## src/rtl/stack_sequencer_pkg.sv

```systemverilog
// Shared definitions for the stack sequencer:
//   - state_e     : controller states (IDLE, WRITE, READ)
//   - ERR_*       : bit positions inside the sticky error register
//   - WORD_STRIDE : byte distance between two stacked words
//   - err_mask()  : one-hot mask for an error bit index
package stack_sequencer_pkg;

  typedef enum logic [1:0] {
    ST_IDLE  = 2'd0,
    ST_WRITE = 2'd1,
    ST_READ  = 2'd2
  } state_e;

  localparam int unsigned ERR_OVF = 0;
  localparam int unsigned ERR_UNF = 1;
  localparam int unsigned ERR_ILL = 2;
  localparam int unsigned ERR_TMO = 3;

  localparam logic [31:0] WORD_STRIDE = 32'd4;

  // One-hot mask selecting a single error flag.
  function automatic logic [3:0] err_mask(input int unsigned idx);
    err_mask = 4'b0001 << idx;
  endfunction

endpackage

```

## src/rtl/stack_sequencer_if.sv

```systemverilog
// Decode/memory bus of the stack sequencer.
//   master : the sequencer (takes requests, drives memory strobes and status)
//   slave  : the environment (decode stage + data memory)
// Signals:
//   push_req/pop_req/push_data : decode request and push value
//   mem_ready/mem_rdata        : memory handshake and read data
//   err_clr                    : clears the sticky error register
//   mem_addr/mem_wdata/mem_we/mem_re : memory access
//   stall                      : pipeline freeze
//   pop_data/pop_valid         : popped value and its one-cycle valid
//   sp/err                     : stack pointer and sticky error flags
interface stack_sequencer_if;
  logic        push_req;
  logic        pop_req;
  logic [31:0] push_data;
  logic        mem_ready;
  logic [31:0] mem_rdata;
  logic        err_clr;
  logic [31:0] mem_addr;
  logic [31:0] mem_wdata;
  logic        mem_we;
  logic        mem_re;
  logic        stall;
  logic [31:0] pop_data;
  logic        pop_valid;
  logic [31:0] sp;
  logic [3:0]  err;

  modport master (
    input  push_req, pop_req, push_data, mem_ready, mem_rdata, err_clr,
    output mem_addr, mem_wdata, mem_we, mem_re, stall, pop_data, pop_valid, sp, err
  );

  modport slave (
    output push_req, pop_req, push_data, mem_ready, mem_rdata, err_clr,
    input  mem_addr, mem_wdata, mem_we, mem_re, stall, pop_data, pop_valid, sp, err
  );
endinterface

```

## src/rtl/stack_sequencer_wait_timer.sv

```systemverilog
// Wait timer for a memory access.
// Up-counter with clear, load and enable. o_expired flags the cycle whose
// increment makes the count reach TIMEOUT, i.e. TIMEOUT cycles have now
// passed without the awaited event.
// Ports:
//   clk, rst       : clock, asynchronous active-low reset
//   i_clr          : synchronous clear (highest priority)
//   i_load/i_load_val : synchronous load
//   i_en           : count this cycle
//   o_expired      : this enabled cycle completes TIMEOUT counted cycles
module stack_sequencer_wait_timer #(
  parameter int unsigned TIMEOUT = 255,
  localparam int unsigned CW = $clog2(TIMEOUT + 1)
) (
  input  logic          clk,
  input  logic          rst,
  input  logic          i_clr,
  input  logic          i_load,
  input  logic [CW-1:0] i_load_val,
  input  logic          i_en,
  output logic          o_expired
);

  localparam logic [CW-1:0] CNT_LAST = CW'(TIMEOUT - 1);
  localparam logic [CW-1:0] CNT_MAX  = CW'(TIMEOUT);

  logic [CW-1:0] r_cnt;

  // Wait-cycle counter; saturates at TIMEOUT.
  always_ff @(posedge clk or negedge rst) begin
    if (!rst) begin
      r_cnt <= '0;
    end else if (i_clr) begin
      r_cnt <= '0;
    end else if (i_load) begin
      r_cnt <= i_load_val;
    end else if (i_en && (r_cnt != CNT_MAX)) begin
      r_cnt <= r_cnt + CW'(1);
    end else begin
      r_cnt <= r_cnt;
    end
  end

  assign o_expired = i_en && (r_cnt == CNT_LAST);

endmodule

```

## src/rtl/stack_sequencer.sv

```systemverilog
// Stack sequencer: executes PUSH/POP requests from decode against data
// memory as a full-descending stack. One memory write (push) or read (pop)
// per request, completed over the mem_ready handshake; the pipeline is
// frozen while an access is outstanding. Overflow, underflow, illegal
// (simultaneous push+pop) and timeout conditions are kept in a sticky
// error register.
// Ports:
//   clk  : clock, rising edge
//   rst  : asynchronous active-low reset
//   bus  : stack_sequencer_if.master (requests, memory bus, status)
module stack_sequencer
  import stack_sequencer_pkg::*;
#(
  parameter int unsigned DEPTH      = 64,
  parameter logic [31:0] STACK_BASE = 32'h0000_1000,
  parameter int unsigned TIMEOUT    = 255
) (
  input  logic             clk,
  input  logic             rst,
  stack_sequencer_if.master bus
);

  localparam int unsigned    CNT_W    = $clog2(DEPTH) + 1;
  localparam logic [CNT_W-1:0] CNT_FULL = CNT_W'(DEPTH);
  localparam int unsigned    TW       = $clog2(TIMEOUT + 1);

  state_e           r_state;
  logic [31:0]      r_sp;
  logic [CNT_W-1:0] r_count;
  logic [31:0]      r_mem_addr;
  logic [31:0]      r_mem_wdata;
  logic             r_mem_we;
  logic             r_mem_re;
  logic [31:0]      r_pop_data;
  logic             r_pop_valid;
  logic [3:0]       r_err;

  logic       w_idle;
  logic       w_full;
  logic       w_empty;
  logic       w_both;
  logic       w_start_push;
  logic       w_start_pop;
  logic       w_start;
  logic       w_wait_en;
  logic       w_timeout;
  logic [3:0] w_err_set;
  logic [3:0] w_err_next;

  assign w_idle  = (r_state == ST_IDLE);
  assign w_full  = (r_count == CNT_FULL);
  assign w_empty = (r_count == '0);
  assign w_both  = bus.push_req && bus.pop_req;

  // Only a single, legal request in IDLE starts an access.
  assign w_start_push = w_idle && bus.push_req && !bus.pop_req && !w_full;
  assign w_start_pop  = w_idle && bus.pop_req && !bus.push_req && !w_empty;
  assign w_start      = w_start_push || w_start_pop;

  // Count only cycles of an outstanding access that lack mem_ready.
  assign w_wait_en = !w_idle && !bus.mem_ready;

  stack_sequencer_wait_timer #(
    .TIMEOUT (TIMEOUT)
  ) u_wait_timer (
    .clk        (clk),
    .rst        (rst),
    .i_clr      (w_start),
    .i_load     (1'b0),
    .i_load_val ({TW{1'b0}}),
    .i_en       (w_wait_en),
    .o_expired  (w_timeout)
  );

  // Error flags raised this cycle and next sticky value; new errors beat err_clr.
  always_comb begin
    w_err_set = 4'b0000;
    if (w_idle) begin
      if (w_both) begin
        w_err_set = err_mask(ERR_ILL);
      end else if (bus.push_req && w_full) begin
        w_err_set = err_mask(ERR_OVF);
      end else if (bus.pop_req && w_empty) begin
        w_err_set = err_mask(ERR_UNF);
      end else begin
        w_err_set = 4'b0000;
      end
    end else if (w_timeout) begin
      w_err_set = err_mask(ERR_TMO);
    end else begin
      w_err_set = 4'b0000;
    end
    w_err_next = (bus.err_clr ? 4'b0000 : r_err) | w_err_set;
  end

  // Access FSM with registered strobes, stack pointer, count and pop result.
  always_ff @(posedge clk or negedge rst) begin
    if (!rst) begin
      r_state     <= ST_IDLE;
      r_sp        <= STACK_BASE;
      r_count     <= '0;
      r_mem_addr  <= 32'h0000_0000;
      r_mem_wdata <= 32'h0000_0000;
      r_mem_we    <= 1'b0;
      r_mem_re    <= 1'b0;
      r_pop_data  <= 32'h0000_0000;
      r_pop_valid <= 1'b0;
      r_err       <= 4'b0000;
    end else begin
      r_pop_valid <= 1'b0;
      r_err       <= w_err_next;
      case (r_state)
        ST_IDLE: begin
          if (w_start_push) begin
            // Full-descending: the new word goes just below the current top.
            r_mem_addr  <= r_sp - WORD_STRIDE;
            r_mem_wdata <= bus.push_data;
            r_mem_we    <= 1'b1;
            r_state     <= ST_WRITE;
          end else if (w_start_pop) begin
            r_mem_addr <= r_sp;
            r_mem_re   <= 1'b1;
            r_state    <= ST_READ;
          end else begin
            r_state <= ST_IDLE;
          end
        end
        ST_WRITE: begin
          if (bus.mem_ready) begin
            r_sp     <= r_sp - WORD_STRIDE;
            r_count  <= r_count + CNT_W'(1);
            r_mem_we <= 1'b0;
            r_state  <= ST_IDLE;
          end else if (w_timeout) begin
            // Abandon the access; stack state stays as it was.
            r_mem_we <= 1'b0;
            r_state  <= ST_IDLE;
          end else begin
            r_state <= ST_WRITE;
          end
        end
        ST_READ: begin
          if (bus.mem_ready) begin
            r_pop_data  <= bus.mem_rdata;
            r_pop_valid <= 1'b1;
            r_sp        <= r_sp + WORD_STRIDE;
            r_count     <= r_count - CNT_W'(1);
            r_mem_re    <= 1'b0;
            r_state     <= ST_IDLE;
          end else if (w_timeout) begin
            r_mem_re <= 1'b0;
            r_state  <= ST_IDLE;
          end else begin
            r_state <= ST_READ;
          end
        end
        default: begin
          r_mem_we <= 1'b0;
          r_mem_re <= 1'b0;
          r_state  <= ST_IDLE;
        end
      endcase
    end
  end

  // Stall in the request cycle too, so the PC never moves past the PUSH/POP.
  assign bus.stall     = !w_idle || w_start;
  assign bus.mem_addr  = r_mem_addr;
  assign bus.mem_wdata = r_mem_wdata;
  assign bus.mem_we    = r_mem_we;
  assign bus.mem_re    = r_mem_re;
  assign bus.pop_data  = r_pop_data;
  assign bus.pop_valid = r_pop_valid;
  assign bus.sp        = r_sp;
  assign bus.err       = r_err;

endmodule

```

## src/flat_wrapper.sv

```systemverilog
// flat-port wrapper written by rule: the top's interface ports become plain ports
module stack_sequencer_flat import stack_sequencer_pkg::*;
#(
  parameter int unsigned DEPTH      = 64,
  parameter logic [31:0] STACK_BASE = 32'h0000_1000,
  parameter int unsigned TIMEOUT    = 255
)
  (clk, rst, bus_push_req, bus_pop_req, bus_push_data, bus_mem_ready, bus_mem_rdata, bus_err_clr, bus_mem_addr, bus_mem_wdata, bus_mem_we, bus_mem_re, bus_stall, bus_pop_data, bus_pop_valid, bus_sp, bus_err);
  stack_sequencer_if bus_i ();
  input  logic clk;
  input  logic rst;
  input wire logic [$bits(bus_i.push_req)-1:0] bus_push_req;
  input wire logic [$bits(bus_i.pop_req)-1:0] bus_pop_req;
  input wire logic [$bits(bus_i.push_data)-1:0] bus_push_data;
  input wire logic [$bits(bus_i.mem_ready)-1:0] bus_mem_ready;
  input wire logic [$bits(bus_i.mem_rdata)-1:0] bus_mem_rdata;
  input wire logic [$bits(bus_i.err_clr)-1:0] bus_err_clr;
  output wire logic [$bits(bus_i.mem_addr)-1:0] bus_mem_addr;
  output wire logic [$bits(bus_i.mem_wdata)-1:0] bus_mem_wdata;
  output wire logic [$bits(bus_i.mem_we)-1:0] bus_mem_we;
  output wire logic [$bits(bus_i.mem_re)-1:0] bus_mem_re;
  output wire logic [$bits(bus_i.stall)-1:0] bus_stall;
  output wire logic [$bits(bus_i.pop_data)-1:0] bus_pop_data;
  output wire logic [$bits(bus_i.pop_valid)-1:0] bus_pop_valid;
  output wire logic [$bits(bus_i.sp)-1:0] bus_sp;
  output wire logic [$bits(bus_i.err)-1:0] bus_err;
  assign bus_i.push_req = bus_push_req;
  assign bus_i.pop_req = bus_pop_req;
  assign bus_i.push_data = bus_push_data;
  assign bus_i.mem_ready = bus_mem_ready;
  assign bus_i.mem_rdata = bus_mem_rdata;
  assign bus_i.err_clr = bus_err_clr;
  assign bus_mem_addr = bus_i.mem_addr;
  assign bus_mem_wdata = bus_i.mem_wdata;
  assign bus_mem_we = bus_i.mem_we;
  assign bus_mem_re = bus_i.mem_re;
  assign bus_stall = bus_i.stall;
  assign bus_pop_data = bus_i.pop_data;
  assign bus_pop_valid = bus_i.pop_valid;
  assign bus_sp = bus_i.sp;
  assign bus_err = bus_i.err;
  stack_sequencer #(.DEPTH(DEPTH), .STACK_BASE(STACK_BASE), .TIMEOUT(TIMEOUT)) u_core (.clk(clk), .rst(rst), .bus(bus_i));
endmodule
```

## config.mk

```make
export PLATFORM = sky130hd
export DESIGN_NAME = stack_sequencer_flat
export DESIGN_NICKNAME = d
export VERILOG_FILES = /design/src/rtl/stack_sequencer_pkg.sv /design/src/rtl/stack_sequencer_if.sv /design/src/rtl/stack_sequencer_wait_timer.sv /design/src/rtl/stack_sequencer.sv /design/src/flat_wrapper.sv
export SDC_FILE = /design/constraint.sdc
export NUM_CORES = 1
export LEC_CHECK = 0
export ABC_AREA = 1
export CAP_MARGIN = 5
export CORE_AREA = 2 2 187 189
export CTS_BUF_LIST = sky130_fd_sc_hd__clkbuf_16
export DETAILED_ROUTE_END_ITERATION = 6
export DIE_AREA = 0 0 189 191
export HOLD_SLACK_MARGIN = 0.12
export PLACE_DENSITY = 0.55
export SLEW_MARGIN = 30
export SYNTH_ARGS = -nofsm -noshare
export SYNTH_HDL_FRONTEND = slang
export SYNTH_SLANG_ARGS = --single-unit
```

## constraint.sdc

```tcl
create_clock -name clk -period 2.09 [get_ports clk]
set_input_delay 0.3135 -clock clk [delete_from_list [all_inputs] [get_ports clk]]
set_output_delay 0.3135 -clock clk [all_outputs]
set_load 0.005 [all_outputs]
```

**Word-level counts from Yosys, hierarchy flattened**

Index checks and enable logic that the tools add are counted.

- Equality and inequality tests: 12
- Mux-type cells: 32
- Reductions and logical operators: 31
- Add/subtract/negate cells: 5
- Bitwise logic cells: 3

Operators with widths:

| kind | number |
|---|---|
| 32-bit 2-to-1 mux | 4 |
| 32-bit case mux with 2 select lines | 1 |
| 32-bit by 3-bit adder with 32-bit output, second input constant | 1 |
| 32-bit by 3-bit subtractor with 32-bit output, second input constant | 1 |
| 4-bit 2-to-1 mux | 5 |
| 8-bit 2-to-1 mux | 2 |
| 7-bit 2-to-1 mux | 2 |
| 7-bit case mux with 2 select lines | 1 |
| 1-bit logical AND | 12 |
| 2-bit 2-to-1 mux | 6 |
| 2-bit inequality test, second input constant | 5 |
| 8-bit by 1-bit adder with 8-bit output, second input constant | 1 |
| 8-bit == test, second input constant | 1 |
| 1-bit 2-to-1 mux | 8 |
| 8-bit inequality test, second input constant | 1 |
| 7-bit by 1-bit adder with 7-bit output, second input constant | 1 |
| 7-bit == test, second input constant | 1 |
| 7-bit logical NOT | 1 |
| 7-bit by 1-bit subtractor with 7-bit output, second input constant | 1 |
| 1-bit logical NOT | 6 |
| 3-bit inequality test, second input constant | 2 |
| 1-bit case mux with 3 select lines | 2 |
| 2-bit case mux with 3 select lines | 1 |
| 2-bit AND reduction | 3 |
| other kinds (9) | 14 |

- Word-level logic and storage cells: 94
- Input port bits: 70
- Bits in registers: 152

**Depth between registers and ports, before layout**

Gate-level depths: netlist of run 1.

- Depth in word-level cells: 7
- Mapped depth: 12
- Depth with buffers taken out: 12

**Hierarchy**

From an unflattened synthesis of run 1, not the netlist that was laid out.

- Cell total of the unflattened synthesis: 1199
- Area, all modules: 8446.9 µm²

By module, submodules not included:

| module | seq. area each (µm²) | area an instance (µm²) | instances | cells each |
|---|---|---|---|---|
| stack_sequencer | 3504.6 | 7840.0 | 1 | 1112 |
| stack_sequencer_wait_timer | 200.2 | 606.8 | 1 | 87 |

**Least setup slack after synthesis of run 1**

No wires, ideal clock.

- Kind: register -> register
- Start point: reg u_core.r_state[0]
- End point: reg u_core.r_count[3]
- Path buffers: 1
- Arrival time: 1.814 ns
- Slack: 0.149 ns
- Library setup time: 0.127 ns
- Cell stages (with the launch flop): 10
- Path through: dfrtp_1 > inv_2 > nand2_4 > inv_1 > buf_2 > ha_1 > a21o_1 > a31oi_1 > xor2_1 > o21ai_0

- Longest elaborated chain between the ends: 3
- Elaborated cells between the ends (all ways): 7
- Those cells by class: eq/ne (4); mux (1); reduce/logical (2)

Ends and longest elaborated chain:

| what | RTL line | RTL |
|---|---|---|
| start, declared | stack_sequencer.sv:27 | `state_e r_state;` |
| start signal, assigned | stack_sequencer.sv:99 | `r_state <= ST_IDLE;` |
| start signal, assigned | stack_sequencer.sv:119 | `r_state <= ST_WRITE;` |
| start signal, assigned | stack_sequencer.sv:123 | `r_state <= ST_READ;` |
| 2-bit == test / 2-bit by 1-bit == test with 1-bit output (equally long branches) | stack_sequencer.sv:112 | `case (r_state)` |
| 2-bit inequality test (no source line) / 2-bit nonzero test (equally long branches) | -- |  |
| 3-bit AND reduction (no source line) | -- |  |
| end signal, assigned | stack_sequencer.sv:131 | `r_count <= r_count + CNT_W'(1);` |
| end signal, assigned | stack_sequencer.sv:147 | `r_count <= r_count - CNT_W'(1);` |
| end, declared | stack_sequencer.sv:29 | `logic [CNT_W-1:0] r_count;` |

Several ways; a longest one is shown, not always the timed one.
A chain may end at the register's enable or synchronous reset.

**Worst setup path after layout of run 1**

- Start point: reg u_core.r_state[1]
- End point: reg u_core.r_count[3]

The elaborated chain is that of the path after synthesis.

==> results of run 1 <==
==> power by group through the flow <==
stage | Sequential, W | Clock (W) | Combinational (W)
after floorplan | 0.00470 | 0 | 0.00284
after global placement | 0.00482 | 0 | 0.00591
after detailed placement | 0.00482 | 0 | 0.00595
after CTS | 0.00480 | 0.00317 | 0.00601
after global routing | 0.00496 | 0.00330 | 0.00665
final | 0.00480 | 0.00307 | 0.00593
==> state kept, by name, indices dropped and copies added, names as in the netlist, 2 cells and up <==
| register | flops |
|---|---|
| u_core.bus.sp | 30 |
| u_core.bus.mem_addr | 30 |
| u_core.u_wait_timer.r_cnt | 8 |
| u_core.bus.mem_wdata | 32 |
| u_core.r_count | 7 |
| u_core.bus.err | 4 |
| u_core.r_state | 2 |
| u_core.bus.pop_data | 32 |
==> stage by stage <==
step	hold slack (ps)	setup TNS, ps	std cells	power, W
final	363	0	1856	0.0138
after global routing	375	-63.0	1856	0.0149
after CTS	362	0	1856	0.0140
after detailed placement	265	-52.4	1819	0.0108
after global placement	268	-36.9	1819	0.0107
after floorplan	17.9	0	1186	0.00754
==> worst max-delay path by stage <==
| stage | startpoint | slack [ps] | cells after the start | to |
|---|---|---|---|---|
| global placement | bus_push_req | -40 | 8 | bus_stall |
| floorplan | u_core.r_state[0] | 150 | 9 | u_core.r_count[3] |
| CTS | u_core.r_count[3] | 60 | 9 | bus_stall |
| global route | u_core.r_state[1] | -30 | 8 | u_core.r_count[3] |
| finish | u_core.r_state[1] | 100 | 8 | u_core.r_count[3] |
| detailed placement | bus_pop_req | -50 | 8 | bus_stall |
==> routing by layer <==
metal | vias to the layer above | part of all wire [%] | wire length (um) | global-route usage, %
met5 | - | 0 | 0 | 0
met1 | 3774 | 46 | 12600 | 20.2
met4 | 0 | 1.4 | 394 | 4.63
met3 | 26 | 5.8 | 1590 | 4.13
li1 | 4096 | - | - | -
met2 | 225 | 47 | 12900 | 25.8
==> cell usage after synthesis (all sizes together) <==
| cell | number |
|---|---|
| o21ai | 83 |
| and2 | 1 |
| nand4 | 12 |
| inv | 78 |
| buf | 45 |
| a22oi | 2 |
| o22ai | 2 |
| nor3 | 5 |
| dfrtp | 147 |
| or2 | 1 |
| clkbuf | 13 |
| o41ai | 1 |
| a21o | 1 |
| nand3b | 2 |
| dfstp | 1 |
| a21boi | 1 |
| a32o | 1 |
| a31oi | 3 |
| xor2 | 26 |
| ha | 9 |
| clkinv | 1 |
| conb | 1 |
| nor2 | 126 |
| nand3 | 48 |
| a21oi | 22 |
| nand2 | 544 |
| o211ai | 2 |
| xnor2 | 4 |
| fa | 1 |
==> cell families (layout without fill, tap and decap cells) <==
kind of cell               after synthesis  after routing
and+or+nand+nor                        739            739
DFF                                    148            148
buffers and inverters                  137            352
AOI/OAI and AO/OA                      118            118
xor gates and xnor gates                30             30
adders and majority gates               10             10
other                                    1              4
==> final cells by class <==
type	count	area share [%]
Clock buffer	17	3.65
Clock inverter	15	1.21
Inverter	79	2.58
Multi-Input combinational cell	901	35.4
Sequential cell	148	31.8
Tap cell	455	4.89
Timing Repair Buffer	241	20.5
==> what timing repair did <==
action / CTS / global route
endpoints found under the hold margin: 36 / 0
gates cloned: 0 / 0
hold buffers: 1 / 0
pin swaps: 3 / 2
resized for setup: 6 / 7
setup buffers: 4 / 0
setup endpoints to repair: 1 / 7
==> flow_summary.toml, run 1 <==
[cts]
clk_pin_slew_ps = 70
ctsHtreeMaxLevel = 4
root_buffer = "clkbuf_16"
clock_latency_ps = 440
cts_tree = "done"
cts_made_buffers = 17
tritoncts_num_sinks = 148
cts_buffer_depth = 2

[sta]
final_max_slew_viol_count = 0
fmaxAchievable_mhz = 502
rsz0062_at_grt = "yes"
period_share_pct = 95.3
fin_crit_ps = 1990
skew_ps = 16.5
setup_violations = 0
final-hold-violation-count = 0
fin_ws_ps = 99.1

[global_route]
grt_overflow = 0
grt_pass1_vias = 7987
grt_max_degree = 53
grt_usage_pct = 15.7
grt_pass1_wl_um = 43900
antenna_found_initial = 0

[pwr]
p_clk_share_pct = 22.2
pwr-share-seq_pct = 34.8
vdd_ir_drop_max_uv = 671
power_density_nw_per_um2 = 1180
p_int_w = 0.00867
switchingPower_w = 0.00513
pwr-share-comb_pct = 43.0
p_leak_nw = 5.45
swShare_pct = 37.2

[setup_path]
rr_worst_depth = 8
crit_type = "flop to flop"
cp_max_fo = 7
r2r-end = "u_core.r_count[3]"
crit_slowest_cell = "dfrtp_2"
critPathBufInv = 2
cp-start-kind = "flop"
arrival_ps = 2300
critPathTopFamily = "compound AO/OA/AOI/OAI gates"
r2r_start = "u_core.r_state[1]"
cp_cell_sequence = "buf_4, nand2_4, clkinvlp_4, ha_2, a21o_1, a31oi_1, xor2_1, o21ai_0"
cp-end-kind = "flop"
reg2reg_slack_ps = 100
crit_required_ps = 2400
slowest_delay_ps = 430

[routing]
wl_um = 27500
via_per_inst = 4.38
drtIter0Drc = 624
drcViolationCount = 0
ant_nets = 0
wl_per_cell_um = 14.8
first_pass_iters = 6
vias = 8121

[placement]
io_buffers = 201
gp_congestion = 0.879
hpwl_um = 20300
post_dp_cell_area_um2 = 11000
post-place-ws_ps = -52.4

[synthesis]
synthXorXnorAreaFrac_pct = 3.11
synth_top_area_cell = "dfrtp_1"
synth_compound_area_share_pct = 7.48
synth_mux_area_share_pct = 0
ys_ff_latch = 148
avgSynthCellArea_um2 = 7.14
synth_area_leaders = "dfrtp_1 (44%), nand2_1 (24%), nor2_1 (4.6%), o21ai_0 (3.4%), inv_1 (3.1%)"
yosysTopAreaCellShare_pct = 43.6
synth_cells = 1183
seq_area_frac_synth_pct = 43.9
ys_warn_count = 0
synth-simple-area-share_pct = 36.2
synth_cell_types = 44
synth_area_um2 = 8440
synthAdderAreaFrac_pct = 1.57
synth_top_family_by_area = "simple AND/OR/NAND/NOR gates"

[floorplan]
core_um2 = 34100
start_util_pct = 24.7
die_y_um = 191
die-area_um2 = 36100
io_pins = 206
chipWidth_um = 189
row_count = 68

[finish]
syn_to_final_growth_pct = 38.0
fin_util_pct = 34.1
drive_above_1_share_pct = 9.06
seq_area_um2 = 3710
diodes = 0
multi_input_comb_area_um2 = 4120
final_area_um2 = 11700
layout_commonest_cell = "nand2_1"
nets = 1468
fillCellCount = 3607
final_cell_mix = "nand2_1 (534), clkdlybuf4s50_1 (199), dfrtp_1 (146)"

[min_path]
hold_path.class = "primary input to async pin"

[status]
outcome = "finished clean"

[run]
maxCapViolations = 0
Power figures use the tool's default switching activity.
==> inputs of run 2 (changes only) <==
--- a/config.mk
+++ b/config.mk
@@ -6,7 +6,7 @@
 export NUM_CORES = 1
 export LEC_CHECK = 0
 export ABC_AREA = 1
-export CAP_MARGIN = 5
+export CAP_MARGIN = 0
 export CORE_AREA = 2 2 187 189
 export CTS_BUF_LIST = sky130_fd_sc_hd__clkbuf_16
 export DETAILED_ROUTE_END_ITERATION = 6
==> results of run 2 <==
The final DEF is identical to that of run 1; final timing and power are the same.
==> RTL edit 1, RTL diff (flow settings as in run 1) <==
`TIMEOUT` is set to 255 in 3 places; all go to 510.
--- a/src/rtl/stack_sequencer_wait_timer.sv
+++ b/src/rtl/stack_sequencer_wait_timer.sv
@@ -11,3 +11,3 @@
 module stack_sequencer_wait_timer #(
-  parameter int unsigned TIMEOUT = 255,
+  parameter int unsigned TIMEOUT = 510,
   localparam int unsigned CW = $clog2(TIMEOUT + 1)
--- a/src/rtl/stack_sequencer.sv
+++ b/src/rtl/stack_sequencer.sv
@@ -15,3 +15,3 @@
   parameter logic [31:0] STACK_BASE = 32'h0000_1000,
-  parameter int unsigned TIMEOUT    = 255
+  parameter int unsigned TIMEOUT    = 510
 ) (
--- a/src/flat_wrapper.sv
+++ b/src/flat_wrapper.sv
@@ -5,3 +5,3 @@
   parameter logic [31:0] STACK_BASE = 32'h0000_1000,
-  parameter int unsigned TIMEOUT    = 255
+  parameter int unsigned TIMEOUT    = 510
 )
Check against the original RTL: no difference found for any inputs over 4 cycles, from zero or initial values and one cycle with rst low; that may be too few to reach the edited logic, so the function may still have changed.
==> RTL edit 1 against run 1 <==
Sequential cell count increased by 1; routed wire length fell by 0.13%; power is 3.2% higher; setup slack gained 0.011 ns; non-clock buffer count rose by 12; area after synthesis is 1.5% lower; cell area up 0.35%; sequential power rose by 3%; largest cell class unchanged; largest power group unchanged.
==> RTL edit 1: results (changes against run 1) <==
[run_status]
status = finished, final reports clean

[detailed_routing]
dr.pass1.iters = 5  ; -1
dr_wl_met2_um = 12380  ; -4.4%
wl_met1_um = 12450  ; -1.3%
wl_per_cell_um = 14.81  ; -0.19%
num_vias = 8184  ; +0.78%
route.met3.wl_um = 2106  ; +33%
initialDrtViolationCount = 372  ; -40%

[power_and_ir_drop]
comb-power_uw = 6080  ; +3%
p_clk_frac = 0.228  ; +0.006
power_density_nw_per_um2 = 1218  ; +2.9%
peakVddDrop_mv = 0.6471  ; -3.6%

[grt]
use_met1 = 0.1992  ; -0.002446
grt_util_met3 = 0.04810  ; +0.006793
grt_usage = 0.1568  ; about the same
gr-usage-met2 = 0.2526  ; -0.005354
grt_max_degree = 46  ; -13%

[synth]
synth-seq-area-share = 0.4485  ; +0.009676
synth_compound_area_frac = 0.08109  ; +0.006252
ys_top_cells_by_count = 518 x nand2_1, 148 x dfrtp_1, 119 x nor2_1
ys_top_cells_by_area = dfrtp_1 45%, nand2_1 23%, nor2_1 5.4%, o21ai_0 3.4%, nand3_1 2.9%
ys_types = 36  ; -18%
synth_adder_area_share = 0.01745  ; +0.001743
synthXorXnorAreaFrac = 0.03581  ; +0.004685
synthCells = 1172  ; -0.93%

[worst_setup_path]
cpPeakStageDelay_ns = 0.52  ; +0.09 ns
r2r_slack_ns = 0.19  ; +0.09 ns
rr_startpoint = u_core.bus.sp[3]$_DFFE_PN0P_
r2r_cells = 9  ; +1
critPathCapture = bus_sp[4]
crit_slowest_cell = clkdlybuf4s50_1
cp_top_family = buffers and inverters

[sta]
post-route-period-util = 0.9473  ; -0.005255
whs_ns = 0.3875  ; +0.02410 ns

[placed_design]
dpl.cell_count = 1817  ; -0.11%
placed_area_sq_um = 10990  ; -0.27%
dp.final_hpwl_um = 20440  ; +0.79%

[layout]
drive_gt1_frac = 0.09201  ; +0.001362
num-nets-final = 1471  ; +0.20%

[clock_network]
cts_resized = 10  ; +4
post_cts_buffers = 5  ; +1

[RTL edit 1: cell count changes in the layout (fill, tap and decap cells not counted), sizes merged, moves of 3 or more]
| cell | before | now |
|---|---|---|
| nand2 | 544 | 524 |
| buf | 41 | 53 |
| nor2 | 126 | 137 |
| inv | 79 | 71 |
| o21ai | 83 | 75 |
| a21oi | 22 | 28 |
| o31ai | 0 | 5 |
| clkinvlp | 6 | 2 |
| nand4 | 12 | 9 |
| o211ai | 2 | 5 |
| xnor2 | 4 | 7 |
[RTL edit 1: final cells by class]
| class | count | area (sq um) |
|---|---|---|
| clock buffers | 17 | 425.4 |
| flip-flops and latches | 149 | 3732 |
| multi-input cells | 899 | 4064 |
| well taps | 455 | 569.3 |
| repair buffers | 253 | 2455 |
| clock inverters | 14 | 183.9 |
| inverters | 70 | 262.8 |
| fillers | 3588 | 22430 |
==> RTL edit 2, RTL diff (flow settings as in run 1) <==
Without the edit above. Reset style: synchronous (`rst`), changed in 2 clocked blocks. Comments in the files are not updated.
--- a/src/rtl/stack_sequencer_wait_timer.sv
+++ b/src/rtl/stack_sequencer_wait_timer.sv
@@ -29,3 +29,3 @@
   // Wait-cycle counter; saturates at TIMEOUT.
-  always_ff @(posedge clk or negedge rst) begin
+  always_ff @(posedge clk) begin
     if (!rst) begin
--- a/src/rtl/stack_sequencer.sv
+++ b/src/rtl/stack_sequencer.sv
@@ -96,3 +96,3 @@
   // Access FSM with registered strobes, stack pointer, count and pop result.
-  always_ff @(posedge clk or negedge rst) begin
+  always_ff @(posedge clk) begin
     if (!rst) begin
Function: differs if rst is asserted again (counterexample within 4 cycles, from zero or initial values and one cycle with rst low); with rst held inactive, the same outputs for 4 cycles.
==> RTL edit 2 against run 1 <==
Global-route usage shrank 0.68 points; sequential cell count is the same; cell area shrank 4.5%; non-clock buffer count shrank 10; count of clock-buffer cells in the layout is the same; routed wire length shrank 1.2%; setup slack lost 0.026 ns; area after synthesis shrank 5.7%; register-to-register slack gained 0.05 ns; critical path type is now reg2out; highest routed layer unchanged.
Power is not compared: it rests on default switching activity, and its combinational part moved more than twofold at a synthesized area within 25%.
==> RTL edit 2: results (changes against run 1) <==
[run_status]
status = finished, final reports clean

[min_path]
min_path_type = in2reg
holdCritStartpoint = rst

[worst_setup_path]
cpPeakStageDelay_ns = 0.33  ; -0.10 ns
crit_slowest_cell = dfxtp_2
cp_top_family = simple AND/OR/NAND/NOR gates
rr_startpoint = u_core.bus.sp[2]$_SDFFE_PN0P_
crit_start = u_core.r_count[2]$_SDFFE_PN0P_
critical_path_arrival_ns = 1.70  ; -0.60 ns
r2r_cells = 9  ; +1
crit_path_max_fanout = 3  ; -4

[layout]
final_cell_count_no_fill = 1847  ; -0.48%
diodes = 0  ; unchanged
drive_gt1_frac = 0.09555  ; +0.004896
num-nets-final = 1459  ; -0.61%

[detailed_routing]
dr.pass1.iters = 5  ; -1
initialDrtViolationCount = 473  ; -24%
routed_wirelength_um = 27210  ; -1.2%
num_vias = 8173  ; +0.64%

[synth]
synth-async-reset-ratio = 0  ; -1.000
synthXorXnorAreaFrac = 0.03741  ; +0.006289
synth_adder_area_share = 0.01666  ; +0.0009531
ys_top_cells_by_count = 264 x nand2_1, 197 x nor2_1, 148 x dfxtp_1
synth-main-ff-cell = dfxtp_1
ys_types = 41  ; -6.8%
avgSynthCellArea_sq_um = 6.667  ; -6.6%
synth_compound_area_frac = 0.1401  ; +0.06521
ys_top_cells_by_area = dfxtp_1 37%, nand2_1 12%, nor2_1 9.3%, a21oi_1 5.8%, nand3_1 5.5%
synth-seq-area-share = 0.3722  ; -0.06659

[grt]
grt_pass1_wl_um = 42920  ; -2.3%
grt_usage = 0.1499  ; -0.006835
grt_max_degree = 73  ; +38%
grt_pass1_vias = 7855  ; -1.7%

[power_and_ir_drop]
seq_power_uw = 3180
power_uw = 8304
p_int_uw = 5818
comb-power_uw = 1800

[clock_network]
root_buffer = clkbuf_16
clk_latency_ns = 0.44  ; about the same
cts_buffers = 17  ; unchanged
ctsHtreeMaxLevel = 4  ; unchanged

[placed_design]
dp.final_hpwl_um = 19500  ; -3.9%
placed_area_sq_um = 10460  ; -5.1%
place_congestion = 0.9011  ; +2.5%

[sta]
finClkSkew_ns = 0.01734  ; +0.0007952 ns

[RTL edit 2: changes by cell type after synthesis, sizes merged, moves of 20 or more]
cell / delta
nand2: -263
dfrtp: -147
nand3: +43
inv: +20
nor2: +97
dfxtp: +148
a21oi: +72
[RTL edit 2: logic make-up (layout without fill, tap and decap cells)]
logic type	Yosys count	after routing
flops	148	148
buf+inv	168	363
compound gates	211	211
xor+xnor	34	34
simple gates	622	622
fa+ha+maj	10	10
other cells	1	4
[RTL edit 2: worst paths after layout]
path                                                to  slack [ns]
setup / recovery                             bus_stall        0.07
hold / removal    u_core.bus.pop_data[22]$_SDFFE_PN0P_        0.38
setup reg to reg        u_core.bus.sp[20]$_SDFFE_PN0P_        0.15
hold reg to reg   u_core.bus.pop_data[16]$_SDFFE_PN0P_        0.46
[RTL edit 2: through the flow]
stage | setup WS, ns | TNS [ns]
floorplan | 0.05742 | 0
global placement | -0.05941 | -0.05941
detailed placement | -0.05005 | -0.06787
CTS | 0.01330 | 0
global route | -0.01563 | -0.01563
finish | 0.07316 | 0
[RTL edit 2: per-layer routing]
metal	share of wire	global-route usage	routed length, um
met5	0	0	0
met4	0.017	0.04087	460
met3	0.070	0.04351	1898
met2	0.46	0.2470	12540
met1	0.45	0.1908	12320
[RTL edit 2: repair_timing]
action,in CTS,in global routing
setup buffers,1,2
resized for setup,6,6
hold buffers,0,0
setup endpoints to repair,1,4
pin swaps,3,3
[RTL edit 2: layout make-up]
type,instances,area (sq um)
Sequential cell,148,2965
Multi-Input combinational cell,881,4295
Tap cell,455,569.3
Timing Repair Buffer,231,2306
Clock inverter,15,188.9
Fill cell,3649,22990
Clock buffer,17,425.4
Inverter,100,377.9
